## src/rtl/piso_serializer.sv

```systemverilog
// Parallel-in/serial-out serializer with a one-word holding buffer so that
// consecutive words leave back-to-back on the serial link.
module piso_serializer #(
  parameter int unsigned WIDTH      = 12,
  parameter bit          LSB_FIRST  = 1'b1,
  parameter bit          IDLE_LEVEL = 1'b0
) (
  input  logic             CLK,
  input  logic             rst_n,
  input  logic [WIDTH-1:0] data_in,
  input  logic             load,
  output logic             ready,
  input  logic             send,
  output logic             data_out,
  output logic             frame,
  output logic             done,
  output logic             busy,
  output logic             overrun
);

  localparam int unsigned CW = $clog2(WIDTH);
  localparam logic [CW-1:0] LAST = CW'(WIDTH - 1);

  localparam logic [1:0] ST_IDLE  = 2'd0;
  localparam logic [1:0] ST_PEND  = 2'd1;
  localparam logic [1:0] ST_SHIFT = 2'd2;

  logic [1:0]       state, state_nxt;
  logic [WIDTH-1:0] hold_q, hold_q_nxt;
  logic             hold_v, hold_v_nxt;
  logic [WIDTH-1:0] shreg, shreg_nxt;
  logic [CW-1:0]    cnt, cnt_nxt;
  logic             data_out_nxt;
  logic             frame_nxt;
  logic             done_nxt;
  logic             overrun_nxt;
  logic [CW-1:0]    idx;
  logic             active;

  assign active = (state == ST_SHIFT);
  assign ready  = ~hold_v;
  assign busy   = active | hold_v;

  // Bit order is fixed at elaboration; index walks up or down the shifter.
  assign idx = LSB_FIRST ? cnt : (LAST - cnt);

  // Next-state and next-output logic.
  always_comb begin
    state_nxt    = state;
    hold_q_nxt   = hold_q;
    hold_v_nxt   = hold_v;
    shreg_nxt    = shreg;
    cnt_nxt      = cnt;
    data_out_nxt = data_out;
    frame_nxt    = 1'b0;
    done_nxt     = 1'b0;
    overrun_nxt  = load & hold_v;

    if (load && !hold_v) begin
      hold_q_nxt = data_in;
      hold_v_nxt = 1'b1;
    end

    case (state)
      ST_IDLE: begin
        data_out_nxt = IDLE_LEVEL;
        if (hold_v_nxt) state_nxt = ST_PEND;
      end
      ST_PEND: begin
        // Buffer is full here, so no load can collide with the transfer.
        data_out_nxt = IDLE_LEVEL;
        shreg_nxt    = hold_q;
        cnt_nxt      = '0;
        hold_v_nxt   = 1'b0;
        state_nxt    = ST_SHIFT;
      end
      ST_SHIFT: begin
        if (send) begin
          data_out_nxt = shreg[idx];
          frame_nxt    = 1'b1;
          if (cnt == LAST) begin
            done_nxt = 1'b1;
            if (hold_v) begin
              shreg_nxt  = hold_q;
              cnt_nxt    = '0;
              hold_v_nxt = 1'b0;
            end else begin
              state_nxt = hold_v_nxt ? ST_PEND : ST_IDLE;
            end
          end else begin
            cnt_nxt = cnt + CW'(1);
          end
        end
      end
      default: begin
        state_nxt = ST_IDLE;
      end
    endcase
  end

  always_ff @(posedge CLK or negedge rst_n) begin
    if (!rst_n) begin
      state    <= ST_IDLE;
      hold_q   <= '0;
      hold_v   <= 1'b0;
      shreg    <= '0;
      cnt      <= '0;
      data_out <= IDLE_LEVEL;
      frame    <= 1'b0;
      done     <= 1'b0;
      overrun  <= 1'b0;
    end else begin
      state    <= state_nxt;
      hold_q   <= hold_q_nxt;
      hold_v   <= hold_v_nxt;
      shreg    <= shreg_nxt;
      cnt      <= cnt_nxt;
      data_out <= data_out_nxt;
      frame    <= frame_nxt;
      done     <= done_nxt;
      overrun  <= overrun_nxt;
    end
  end

endmodule
```

## config.mk

```make
export PLATFORM = sky130hd
export DESIGN_NAME = piso_serializer
export DESIGN_NICKNAME = d
export VERILOG_FILES = /design/src/rtl/piso_serializer.sv
export SDC_FILE = /design/constraint.sdc
export NUM_CORES = 1
export LEC_CHECK = 0
export CORE_MARGIN = 2
export CORE_UTILIZATION = 45
export CTS_BUF_LIST = sky130_fd_sc_hd__clkbuf_4 sky130_fd_sc_hd__clkbuf_8 sky130_fd_sc_hd__clkbuf_16
export DETAILED_ROUTE_END_ITERATION = 10
export PLACE_DENSITY = 0.7
export SLEW_MARGIN = 25
export SYNTH_ARGS = -nofsm -noshare
export SYNTH_HDL_FRONTEND = slang
export SYNTH_SLANG_ARGS = --single-unit
```

## constraint.sdc

```tcl
create_clock -name CLK -period 1.9 [get_ports CLK]
set_input_delay 0.57 -clock CLK [delete_from_list [all_inputs] [get_ports CLK]]
set_output_delay 0.57 -clock CLK [all_outputs]
set_load 0.01 [all_outputs]
```

==> summary by stage <==
Synthesis
In this run, synthesis produced a sequential element count of 35. The synthesis warning total is 0. After synthesis, flip-flops and latches occupy 54.95% of the total area.

The count of unique library cells instantiated by Yosys is 31. Synthesis produced a netlist with a net count of 140. The synthesized area per cell is 13.40 um2. The cell count after synthesis came out at 119. The post-synth design cell area is 1594 um2.

Run
Max-cap violations in this run came to 0.

Worst setup path
In this run the worst path has a maximum fanout of 2. The type of the worst setup path is reg -> out. At the worst endpoint, the arrival time is roughly 1.3 ns. The register-to-register path setup slack is 0.09 ns.

The endpoint class of the critical path is an output pin. The worst register-to-register path has a depth of 8. The endpoint required time on the critical path is 1.33 ns. The kind of launch point of the worst setup path is a flip-flop.

Status
The run finished with clean final reports.

Min path
The hold-critical path depth is 1. The worst hold path belongs to the class reg -> reg.

Place
The number of I/O port buffers is 21. Including well taps, the total number of placed cells is between 150 and 200. The HPWL after detailed placement is 2.057 mm. The final weighted congestion in routability-driven placement is just under 0.9. The post-placement worst setup slack is -0.2998 ns.

Layout
Summing all multi-input logic gate instances after layout gives 681.9 um2. The layout cell share with drive strength beyond 1 is 33.55%. The library cells used most frequently in the layout, excluding fill and tap cells, are dfrtp_1 (34), mux2_2 (24), clkdlybuf4s50_1 (18), buf_4 (11). The area taken by flip-flops and latches is 877.1 um2.

The count of fill cells added during filler insertion is 294. The most common library cell in the layout ignoring fill and taps is dfrtp_1. The repair_antennas step left the layout with diodes totalling 0. For this run, the post-layout net count is roughly 180. Excluding fillers, the count of instances in the completed layout stands at 201. The area growth from synthesis to layout is 26.14%.

Timing
The relative max-transition margin is 70.91%. Across the routed clock network, the largest skew measured is around 0.006 ns. Once routing completed, OpenROAD measured the worst setup slack at approximately 0.042 ns.

The achievable frequency is 538.1 MHz. At the pin with the least slew margin, the transition time is ~0.44 ns. The final hold violation count is 0. The final period demand of the worst path is about 1.9 ns.

The final count of pins violating max slew is 0. The final-report setup violation count is 0. After layout, the worst path uses 97.81% of the clock period.

Global routing
The met3 routing resource usage after global routing is 6.250%. The met1 global-route usage is a little under a fifth. The global-route wire length before repair is 5.126 mm. Entering global routing, the biggest net connects 36 pins. The via count of the first global-routing pass is 1118. The busiest layer in global routing is met2. In the global route stage, overall resource usage came out at 16.97%. The number of antenna violations at the first check in global routing came to 0. For this run the aggregate overflow at the end of global routing stands at 0.

For met2 alone, demand over resource in global routing was between 20 and 30%.

Floorplanning
The I/O pin total is 22. The initial utilization of the core area, before any placement, comes to 47.40%. In this run the vertical extent of the chip is 63.52 um.

The floorplan step defined a die boundary enclosing ~4000 um2. In this run the standard cell core region covers 3363 um2. The floorplan step set the die width to ~64 um. The floorplan has 21 rows.

Routing
The routed design has 2.895 mm of wire. After detailed routing, the number of remaining DRC violations is 0. The count of nets left with antenna violations once routing finished came out at 0. The average vias per placed instance is 5.368. For this block, the initial DRC count from the detailed router was 34. Dividing the detail-routed wire length by the instance count gives 14.40 um.

The total via count after detailed routing is approximately 1100. The pre-antenna-repair detailed-routing pass consisted of 4 iterations.

Power
The leakage component of the power is around 0.86 nW. Dividing total power by cell area gives a power density of 1479 nW/um2. VDD sags by at most 0.6260 mV.

The total power consumption of the routed design is 2.974 mW.

CTS
The clock transition at the registers of the reported paths is 0.11 ns. The sink count of the clock tree is 35. The H-tree level count is 2. The TritonCTS clock tree is built. The clock reaches the later pin of the worst-skew pair after 0.33 ns. The number of buffers created by CTS is 5. The maximum clock insertion buffer count is 2. The clock root buffer is clkbuf_4.
timing repair:
action,in CTS,in global routing
setup endpoints to repair,2,15
buffers inserted,0,1
pin swaps,1,2
endpoints found under the hold margin,0,0
gates resized for setup,8,6
hold buffers,0,0
through the flow:
stage	hold slack (ns)	utilization, %	area, um2	setup TNS (ns)
2_1_floorplan	0.2744	-	1594	0
3_3_place_gp	0.4850	56.92	1914	-3.379
3_5_place_dp	0.4873	56.92	1914	-4.310
4_1_cts	0.5113	58.78	1977	0
5_1_grt	0.5260	59.78	2011	-0.004210
6_report	0.5080	59.78	2011	0
worst max-delay path, cell delays in order (launching register included):
cell     delay [ns]
dfrtp_1        0.38
inv_2          0.05
ha_2           0.18
or2_4          0.23
buf_6          0.12
cells by family (layout without fill, tap and decap cells):
logic type | after synthesis | after routing | synth area share [%]
compound gates | 16 | 16 | 6.437
fa+ha+maj | 5 | 5 | 3.925
buf+inv | 13 | 49 | 3.767
flops | 35 | 35 | 54.95
mux | 30 | 30 | 23.63
simple gates | 20 | 20 | 7.300
cell usage after synthesis (all sizes together):
cell | count | share of area, %
nor2b | 3 | 1.2
mux2 | 25 | 18
and2 | 1 | 0.39
and3 | 1 | 0.39
nor4 | 1 | 0.39
o21a | 1 | 0.47
dfrtp | 35 | 55
o31ai | 1 | 0.47
nand3 | 1 | 0.31
mux2i | 2 | 1.3
ha | 5 | 3.9
nand4b | 2 | 1.1
o21ai | 7 | 2.2
mux4 | 3 | 4.7
a21oi | 1 | 0.31
a32o | 1 | 0.63
or3 | 2 | 0.78
or2 | 1 | 0.39
a31oi | 1 | 0.39
clkbuf | 1 | 0.24
buf | 4 | 1.6
inv | 8 | 1.9
a221o | 1 | 0.63
nand4bb | 1 | 0.71
o22ai | 1 | 0.39
nand2 | 6 | 1.4
a21boi | 2 | 0.94
nor2 | 1 | 0.24
path summary, 6_finish.rpt:
check	start	to
worst max-delay path	state[0]	busy
worst min-delay path	shreg[1]	shreg[1]
worst max register to register	state[0]	shreg[3]
worst min register to register	shreg[1]	shreg[1]
max in group asynchronous	rst_n	cnt[0]
min in group asynchronous	rst_n	state[0]
report_power, final:
group / internal, mW / switching [mW] / total, mW
registers: 1.07 / 0.187 / 1.26
logic: 0.788 / 0.524 / 1.31
clock network: 0.157 / 0.245 / 0.402
total: 2.02 / 0.956 / 2.97
state kept, by name, summed over array words and instances (netlist names):
signal,count
cnt,4
state,2
shreg,12
data_out,1
hold_v,1
hold_q,12
frame,1
overrun,1
done,1
per-layer routing:
layer	wire [um]	vias to the layer above
li1	-	494
met3	175	12
met2	1457	34
met5	0	-
met4	96	0
met1	1166	539
layout make-up:
type,count,share of cell area [%]
clock inverters,2,0.6223
multi-input cells,71,33.91
well taps,46,2.862
clock buffers,6,2.240
repair buffers,33,15.25
inverters,8,1.493
flip-flops and latches,35,43.62
Power figures use the tool's default switching activity.
